**config.mk**
```make
export PLATFORM = sky130hd
export DESIGN_NAME = reg_activity_tracker
export DESIGN_NICKNAME = d
export VERILOG_FILES = /design/src/rtl/reg_activity_tracker.sv
export SDC_FILE = /design/constraint.sdc
export NUM_CORES = 2
export LEC_CHECK = 0
export ABC_AREA = 1
export CORE_MARGIN = 2
export CORE_UTILIZATION = 25
export DETAILED_ROUTE_END_ITERATION = 8
export GPL_TIMING_DRIVEN = 0
export PLACE_DENSITY_LB_ADDON = 0.05
export SLEW_MARGIN = 20
export SYNTH_ARGS = -nofsm -noshare
export SYNTH_HDL_FRONTEND = slang
export SYNTH_SLANG_ARGS = --single-unit
```
**constraint.sdc**
```tcl
create_clock -name clock -period 56.4 [get_ports clock]
set_input_delay 8.46 -clock clock [delete_from_list [all_inputs] [get_ports clock]]
set_output_delay 8.46 -clock clock [all_outputs]
set_load 0.01 [all_outputs]
```
**src/rtl/reg_activity_tracker.sv**
```systemverilog
// Register-file shadow for the debug display: demo activity generator or
// CPU writeback snoop, with a hold-window highlight mask of recent updates.
module reg_activity_tracker #(
  parameter int          NUM_REGS    = 32,
  parameter int          DATA_W      = 32,
  parameter int          STEP_PERIOD = 16_777_216,
  parameter int          HOLD_CYCLES = 8_388_608,
  parameter logic [31:0] LFSR_SEED   = 32'hACE12468
) (
  input  logic                          clock,
  input  logic                          sw0,
  input  logic [1:0]                    mode,
  input  logic                          step_pulse,
  input  logic                          wb_we,
  input  logic [$clog2(NUM_REGS)-1:0]   wb_addr,
  input  logic [DATA_W-1:0]             wb_data,
  output logic [NUM_REGS*DATA_W-1:0]    regs_flat,
  output logic [NUM_REGS-1:0]           changed_mask,
  output logic [$clog2(NUM_REGS)-1:0]   last_reg,
  output logic [15:0]                   update_count
);

  localparam int          ADDR_W = $clog2(NUM_REGS);
  localparam int          STEP_W = $clog2(STEP_PERIOD);
  localparam int          HOLD_W = $clog2(HOLD_CYCLES);
  localparam logic [31:0] TAPS   = 32'h80200003;

  localparam logic [STEP_W-1:0] STEP_LAST = STEP_W'(STEP_PERIOD - 1);
  localparam logic [HOLD_W-1:0] HOLD_LAST = HOLD_W'(HOLD_CYCLES - 1);
  localparam logic [ADDR_W-1:0] PTR_LAST  = ADDR_W'(NUM_REGS - 1);

  typedef enum logic [1:0] {
    M_SEQ    = 2'b00,
    M_LFSR   = 2'b01,
    M_SNOOP  = 2'b10,
    M_FREEZE = 2'b11
  } mode_e;

  logic [DATA_W-1:0] regs_q [NUM_REGS];
  logic [DATA_W-1:0] regs_d [NUM_REGS];
  logic [NUM_REGS-1:0] mask_q, mask_d;
  logic [ADDR_W-1:0]   last_q, last_d;
  logic [ADDR_W-1:0]   ptr_q, ptr_d;
  logic [15:0]         cnt_q, cnt_d;
  logic [STEP_W-1:0]   step_q, step_d;
  logic [HOLD_W-1:0]   hold_q, hold_d;
  logic [31:0]         lfsr_q, lfsr_d;
  logic [1:0]          mode_q, mode_d;

  logic [31:0]       lfsr_n;
  logic [ADDR_W-1:0] lfsr_tgt;
  logic              tick;
  logic              ev;
  logic [ADDR_W-1:0] idx;
  logic [DATA_W-1:0] val;

  always_comb begin
    regs_d   = regs_q;
    mask_d   = mask_q;
    last_d   = last_q;
    ptr_d    = ptr_q;
    cnt_d    = cnt_q;
    step_d   = '0;
    hold_d   = '0;
    lfsr_d   = lfsr_q;
    mode_d   = mode;
    tick     = 1'b0;
    ev       = 1'b0;
    idx      = '0;
    val      = '0;
    lfsr_n   = {1'b0, lfsr_q[31:1]} ^ (lfsr_q[0] ? TAPS : 32'h0);
    lfsr_tgt = lfsr_n[ADDR_W-1:0];
    if (lfsr_tgt == '0) lfsr_tgt = ADDR_W'(1);

    // a mode change restarts the timer from zero without ticking
    case (mode_e'(mode))
      M_SEQ, M_LFSR: begin
        if (mode == mode_q) begin
          if (step_q == STEP_LAST) tick = 1'b1;
          else                     step_d = step_q + STEP_W'(1);
        end
      end
      M_FREEZE: tick = step_pulse;
      default:  tick = 1'b0;
    endcase

    if (tick) begin
      ev = 1'b1;
      if (mode == M_LFSR) begin
        lfsr_d = lfsr_n;
        idx    = lfsr_tgt;
        val    = lfsr_n[DATA_W-1:0];
      end else begin
        idx   = ptr_q;
        val   = regs_q[ptr_q] + DATA_W'(1);
        ptr_d = (ptr_q == PTR_LAST) ? ADDR_W'(1) : ptr_q + ADDR_W'(1);
      end
    end else if (mode == M_SNOOP && wb_we && wb_addr != '0) begin
      ev  = 1'b1;
      idx = wb_addr;
      val = wb_data;
    end

    if (ev) begin
      regs_d[idx] = val;
      mask_d[idx] = 1'b1;
      last_d      = idx;
      if (cnt_q != 16'hFFFF) cnt_d = cnt_q + 16'd1;
    end else if (mask_q != '0) begin
      if (hold_q == HOLD_LAST) mask_d = '0;
      else                     hold_d = hold_q + HOLD_W'(1);
    end
  end

  always_ff @(posedge clock or posedge sw0) begin
    if (sw0) begin
      for (int i = 0; i < NUM_REGS; i++)
        regs_q[i] <= DATA_W'(32'(i) * 32'h01010101);
      mask_q <= '0;
      last_q <= '0;
      ptr_q  <= ADDR_W'(1);
      cnt_q  <= '0;
      step_q <= '0;
      hold_q <= '0;
      lfsr_q <= LFSR_SEED;
      mode_q <= 2'b00;
    end else begin
      regs_q <= regs_d;
      mask_q <= mask_d;
      last_q <= last_d;
      ptr_q  <= ptr_d;
      cnt_q  <= cnt_d;
      step_q <= step_d;
      hold_q <= hold_d;
      lfsr_q <= lfsr_d;
      mode_q <= mode_d;
    end
  end

  for (genvar g = 0; g < NUM_REGS; g++) begin : g_flat
    assign regs_flat[g*DATA_W +: DATA_W] = regs_q[g];
  end

  assign changed_mask = mask_q;
  assign last_reg     = last_q;
  assign update_count = cnt_q;

endmodule
```
### After elaboration in Yosys (flattened, before gate mapping)

Index checks and enable logic that the tools add are counted.

| word-level totals | value |
|---|---|
| register bits | 1163 |
| bits in latches | 0 |
| memory bits (writable) | 0 |
| ROM bits | 0 |
| output and inout bits | 1077 |
| logic and storage cells | 109 |
| memories kept | 0 |

| cells by class | value |
|---|---|
| add/subtract/negate cells | 5 |
| multipliers | 0 |
| div/mod/pow operators | 0 |
| $lt $le $gt $ge | 5 |
| equal/unequal tests | 8 |
| shift-type cells | 0 |
| muxes and demuxes | 31 |
| bitwise gates (word level) | 5 |
| reductions and logical operators | 15 |

Operators with widths:

| operator | count |
|---|---|
| bitwise mux 1024 bit | 1 |
| two-way mux 32 bit | 10 |
| binary-select mux 32 bit (select 5 bit) | 1 |
| demux 32 bit (select 5 bit) | 1 |
| two-way mux 24 bit | 3 |
| two-way mux 23 bit | 3 |
| adder 32 x 1 -> 32 bit, second input constant | 1 |
| OR 32 bit | 1 |
| nonzero test 32 bit | 1 |
| bitwise XOR 31 x 32 -> 32 bit | 1 |
| two-way mux 5 bit | 5 |
| adder 24 x 1 -> 24 bit, second input constant | 1 |
| == test 24 bit, second input constant | 1 |
| adder 23 x 1 -> 23 bit, second input constant | 1 |
| == test 23 bit, second input constant | 1 |
| adder 16 x 1 -> 16 bit, second input constant | 1 |
| inequality test 16 bit, second input constant | 1 |
| >= comparator 6 bit, second input constant | 2 |
| NOT 5 -> 6 bit | 2 |
| AND reduction 2 bit | 4 |
| < comparator 5 x 6 -> 1 bit, second input constant | 1 |
| < comparator 6 x 1 -> 1 bit, second input constant | 1 |
| adder 5 x 1 -> 5 bit, second input constant | 1 |
| demux 1 bit (select 5 bit) | 1 |
| 14 further kinds | 23 |

### Longest topological paths before layout

| depth | value |
|---|---|
| depth in word-level cells | 12 |
| mapped depth | 25 |
| depth with buffers taken out | 21 |

### Worst setup path before layout

OpenSTA, ideal clock, no wires.

| timing | value |
|---|---|
| kind | in2reg |
| start point | input port mode[1] |
| end point | register regs_q (netlist bit regs_flat[131]) |
| library setup time | 0.117 ns |
| arrival time | 10.271 ns |
| data required time | 56.283 ns |
| setup slack | 46.013 ns |
| cell stages on the path | 15 |
| buffers on the path | 2 |
| cells stage by stage | or2_2 > a21oi_1 > nand3_1 > nand2_2 > inv_2 > nand2_1 > inv_2 > nor2_1 > nand2_1 > nor2_2 > inv_2 > buf_2 > buf_2 > nand2_1 > nand2_1 |

| on the way | value |
|---|---|
| word-level cells in the longest chain between the ends | 11 |

Ends and longest elaborated chain:

| element | RTL line | source |
|---|---|---|
| from (decl) | 12 | `input logic [1:0] mode,` |
| parallel branches: the longest is 11 deep, another holds >= comparator 6 bit | -- |  |
| to (signal, indexed assignment) | 118 | `regs_q[i] <= DATA_W'(32'(i) * 32'h01010101);` |
| to (signal assigned) | 128 | `regs_q <= regs_d;` |
| to (decl) | 39 | `logic [DATA_W-1:0] regs_q [NUM_REGS];` |

Several ways; the timed one is not identified.
A chain may end at the register's enable or synchronous reset.

### Worst setup path after layout

| timing | value |
|---|---|
| start point | input port mode[1] |
| end point | register regs_q (netlist bit regs_flat[334]) |

Same word-level chain as after synthesis.

==> metrics.txt <==
# TYPE chip_impl_metric gauge
chip_impl_info{name="synth.top_cells.by_area",value="dfrtp_1, nand2_1, dfstp_2"} 1
chip_impl_metric{name="final_max_slew_viol_count",unit=""} 0
chip_impl_metric{name="cts_hold_buffers",unit=""} 0
chip_impl_info{name="hp-class",value="flop to flop"} 1
chip_impl_metric{name="route.vias.total",unit=""} 65400
chip_impl_metric{name="global_route.overflow_total",unit=""} 0
chip_impl_metric{name="synthXorXnorAreaFrac",unit="%"} 0.877
chip_impl_metric{name="syn_to_final_growth",unit="%"} 36.9
chip_impl_info{name="status",value="completed"} 1
chip_impl_metric{name="cts.sink_count",unit=""} 1163
chip_impl_metric{name="post_synth_instance_area",unit="sq um"} 57900
chip_impl_metric{name="crit_arrival",unit="ns"} 14.08
chip_impl_metric{name="synth_top_area_share",unit="%"} 35.8
chip_impl_metric{name="timing.slew.headroom",unit="%"} 13.6
chip_impl_metric{name="final_hpwl_from_detailed_placement",unit="mm"} 366
chip_impl_info{name="endpoint_kind",value="flop"} 1
chip_impl_metric{name="drt_wl_total",unit="mm"} 489
chip_impl_metric{name="ios",unit=""} 1120
chip_impl_metric{name="nNetsFinal",unit=""} 9138
chip_impl_metric{name="cts.repair_timing.setup_buffer_count",unit=""} 0
chip_impl_metric{name="die_y",unit="microns"} 485
chip_impl_metric{name="die_x",unit="microns"} 485
chip_impl_metric{name="post_drt_wl_per_cell",unit="microns"} 39.9
chip_impl_metric{name="drc_errors",unit=""} 0
chip_impl_metric{name="final_layout_size_suffix_gt1_share",unit="%"} 12.2
chip_impl_metric{name="ctsResizeCount",unit=""} 0
chip_impl_metric{name="tightest_slew",unit="ns"} 1.30
chip_impl_metric{name="critical_path_buf_inv_count",unit=""} 4
chip_impl_metric{name="number_of_register_bits_inferred_by_synthesis",unit=""} 1163
chip_impl_metric{name="hold_viol",unit=""} 0
chip_impl_metric{name="hold-worst-slack",unit="ns"} 0.464
chip_impl_metric{name="synth.lib_cells_used.distinct",unit=""} 48
chip_impl_metric{name="utilization",unit="%"} 34.5
chip_impl_metric{name="max_cap_viol_count",unit=""} 0
chip_impl_metric{name="synth_async_sr_flop_share",unit="%"} 100
chip_impl_metric{name="placementRows",unit=""} 176
chip_impl_metric{name="netlist_instances",unit=""} 7775
chip_impl_info{name="crit_path_frequent_cell",value="nor2_1"} 1
chip_impl_info{name="largest_delay_contributor_family_on_the_critical_path",value="buffers and inverters"} 1
chip_impl_info{name="dominant_combinational_cell_family_by_area_after_synthesis",value="simple AND/OR/NAND/NOR gates"} 1
chip_impl_metric{name="number_of_h_tree_branching_levels",unit=""} 4
chip_impl_metric{name="drt_pass1_iterations",unit=""} 7
chip_impl_metric{name="start_util",unit="%"} 25.2
chip_impl_info{name="synth_most_common_cell",value="nand2_1"} 1
chip_impl_metric{name="synth_compound_gate_area_share",unit="%"} 7.45
chip_impl_metric{name="initialDrtViolationCount",unit=""} 8873
chip_impl_metric{name="core-area",unit="sq um"} 230000
chip_impl_metric{name="global_route.usage.total",unit="%"} 40.3
chip_impl_info{name="dominantRegCellSynth",value="dfrtp_1"} 1
chip_impl_info{name="critPathLaunchType",value="input pin"} 1
chip_impl_metric{name="synth-seq-area-share",unit="%"} 51.0
chip_impl_metric{name="post_synth_and_or_nand_nor_area_fraction",unit="%"} 31.9
chip_impl_info{name="netlist.top_cell.by_area",value="dfrtp_1"} 1
chip_impl_metric{name="switchingPower",unit="mW"} 1.76
chip_impl_info{name="setup.worst_path.class",value="input pin to flop"} 1
chip_impl_metric{name="clk-insertion-delay-late",unit="ns"} 0.85
chip_impl_metric{name="place_worst_setup_slack",unit="ns"} 42.55
chip_impl_metric{name="die_area",unit="sq um"} 236000
chip_impl_metric{name="synth-warning-count",unit=""} 0
chip_impl_metric{name="static_leakage",unit="nW"} 37.2
chip_impl_metric{name="cts_made_buffers",unit=""} 150
chip_impl_info{name="synthTopCellsByCount",value="nand2_1, dfrtp_1, nand3_1"} 1
chip_impl_metric{name="pwr-share-clk",unit="%"} 27.3
chip_impl_metric{name="power",unit="mW"} 3.79
chip_impl_metric{name="sw_ratio",unit="%"} 46.4
chip_impl_info{name="rsz0062_at_grt",value="false"} 1
chip_impl_metric{name="maximum_number_of_pins_on_one_net_before_global_route_repair",unit=""} 98
chip_impl_metric{name="clock_skew",unit="ns"} 0.0434
chip_impl_metric{name="fill_cells",unit=""} 24500
chip_impl_metric{name="synth-adder-area-share",unit="%"} 0.130
chip_impl_metric{name="synth-edff-count",unit=""} 0
chip_impl_metric{name="clkSlewWorstSetupHoldPaths",unit="ns"} 0.06
chip_impl_info{name="tritoncts",value="built"} 1
chip_impl_info{name="path_cells",value="clkdlybuf4s50_1, nor2_1, buf_2, o21ai_0, a22oi_1, inv_1, nor2_1, nand2_1, nor2_1, clkbuf_1, nand2_1, o21ai_1"} 1
chip_impl_metric{name="first_global_vias",unit=""} 61000
chip_impl_metric{name="total_placed_instance_area",unit="sq um"} 74100
chip_impl_metric{name="maxClockFrequency",unit="MHz"} 75.1
chip_impl_metric{name="crit_required",unit="ns"} 57.16
chip_impl_metric{name="combPwrFrac",unit="%"} 43.3
chip_impl_metric{name="gp_congestion",unit=""} 0.964
chip_impl_metric{name="grt_antenna_before_repair",unit=""} 59
chip_impl_metric{name="min_period_over_period",unit="%"} 23.6
chip_impl_metric{name="crit_path_max_fanout",unit=""} 10
chip_impl_metric{name="internal_power",unit="mW"} 2.03
chip_impl_metric{name="buffer_ports.inserted",unit=""} 1119
chip_impl_metric{name="finalSetupViolCount",unit=""} 0
chip_impl_metric{name="grt_pass1_wl",unit="mm"} 623
chip_impl_metric{name="powerDensity",unit="nW/um^2"} 47.8
chip_impl_metric{name="final_design_area_no_fill",unit="sq um"} 79300
chip_impl_metric{name="largest_reg_flops",unit=""} 1024
chip_impl_metric{name="drtAntennaViolNets",unit=""} 0
chip_impl_metric{name="max_stage_delay",unit="ns"} 1.01
chip_impl_metric{name="post_synth_mux_area_share",unit="%"} 0
chip_impl_metric{name="share_seq_of_total_power",unit="%"} 29.4
chip_impl_metric{name="postSynthAreaPerCell",unit="sq um"} 7.45
chip_impl_metric{name="mappedNetlistNets",unit=""} 7824
chip_impl_metric{name="ir_worst_vdd",unit="V"} 0.0000304
chip_impl_metric{name="min_period",unit="ns"} 13.32
chip_impl_info{name="cts_root_buffer",value="clkbuf_16"} 1
chip_impl_metric{name="clockBufferDepth",unit=""} 3
chip_impl_metric{name="post_drt_via_cell_ratio",unit=""} 5.33
chip_impl_info{name="critical_path.slowest_cell",value="clkbuf_1"} 1
chip_impl_metric{name="fin_ws",unit="ns"} 43.08
worst paths after layout:
path	cells past startpoint	to	slack (ns)	start
setup / recovery	12	regs_flat[334]	43.08	mode[1]
hold / removal	1	hold_q[0]	0.46	hold_q[0]
setup reg to reg	10	regs_flat[334]	50.94	ptr_q[4]
hold reg to reg	1	hold_q[0]	0.46	hold_q[0]
max in group asynchronous	7	regs_flat[283]	45.86	sw0
min in group asynchronous	2	update_count[2]	8.04	sw0
per-layer routing:
metal | part of all wire (%) | up-vias | GRT usage, %
li1 | - | 26900 | -
met1 | 38 | 32900 | 50.0
met2 | 43 | 4511 | 60.9
met3 | 10 | 1112 | 11.3
met4 | 8.0 | 18 | 26.9
met5 | 0.024 | - | 0
layout make-up:
type | count | area, sq um | share of cell area [%]
clock inverter | 36 | 477 | 0.601
multi-input combinational | 5524 | 23400 | 29.5
buffer | 520 | 3020 | 3.81
sequential | 1163 | 29500 | 37.2
clock buffer | 244 | 4620 | 5.83
antenna | 27 | 67.6 | 0.0852
tap | 3026 | 3790 | 4.77
timing repair buffer | 1162 | 12300 | 15.5
inverter | 568 | 2150 | 2.71
power groups by stage:
stage | Sequential [mW] | Combinational (mW) | Clock [mW]
after floorplan | 1.10 | 0.616 | 0
after global placement | 1.12 | 1.58 | 0
after detailed placement | 1.12 | 1.59 | 0
after CTS | 1.11 | 1.60 | 1.04
after global routing | 1.12 | 1.67 | 1.07
final | 1.11 | 1.64 | 1.03
logic make-up (layout without fill, tap and decap cells):
kind of cell | after synthesis | after routing
flops | 1163 | 1163
simple gates | 4655 | 4655
xor+xnor | 58 | 58
buf+inv | 1088 | 2530
fa+ha+maj | 6 | 6
other cells | 0 | 27
compound gates | 805 | 805
metrics by stage:
stage | instances | TNS [ns]
after floorplan | 7775 | 0
after global placement | 11900 | -2885.16
after detailed placement | 12000 | 0
after CTS | 12200 | 0
after global routing | 12200 | 0
final | 12300 | 0
cells in the final DEF (no fill, tap or decap), types with 9 or more instances in the layout:
| master | netlist | final |
|---|---|---|
| nand2_1 | 3479 | 3479 |
| clkdlybuf4s50_1 | 0 | 1119 |
| dfrtp_1 | 829 | 829 |
| nand3_1 | 550 | 550 |
| inv_1 | 541 | 540 |
| nor2_1 | 511 | 509 |
| o21ai_0 | 444 | 444 |
| dfstp_2 | 334 | 334 |
| buf_2 | 196 | 204 |
| o21ai_1 | 184 | 184 |
| clkbuf_16 | 0 | 156 |
| clkbuf_1 | 173 | 135 |
| clkbuf_2 | 3 | 91 |
| buf_4 | 84 | 85 |
| a21oi_1 | 80 | 80 |
| buf_6 | 48 | 51 |
| xor2_1 | 43 | 43 |
| o211ai_1 | 40 | 40 |
| clkbuf_8 | 0 | 39 |
| buf_16 | 0 | 35 |
| diode_2 | 0 | 27 |
| nor3_1 | 26 | 26 |
| nand4_1 | 24 | 24 |
| nor2_2 | 25 | 24 |
| a31oi_1 | 21 | 21 |
| clkinv_2 | 0 | 20 |
| inv_2 | 17 | 17 |
| xnor2_1 | 15 | 15 |
| nand2_2 | 11 | 11 |
| nor4_1 | 12 | 11 |
| bufinv_16 | 0 | 9 |
No activity file was read; power rests on OpenSTA's default activity.
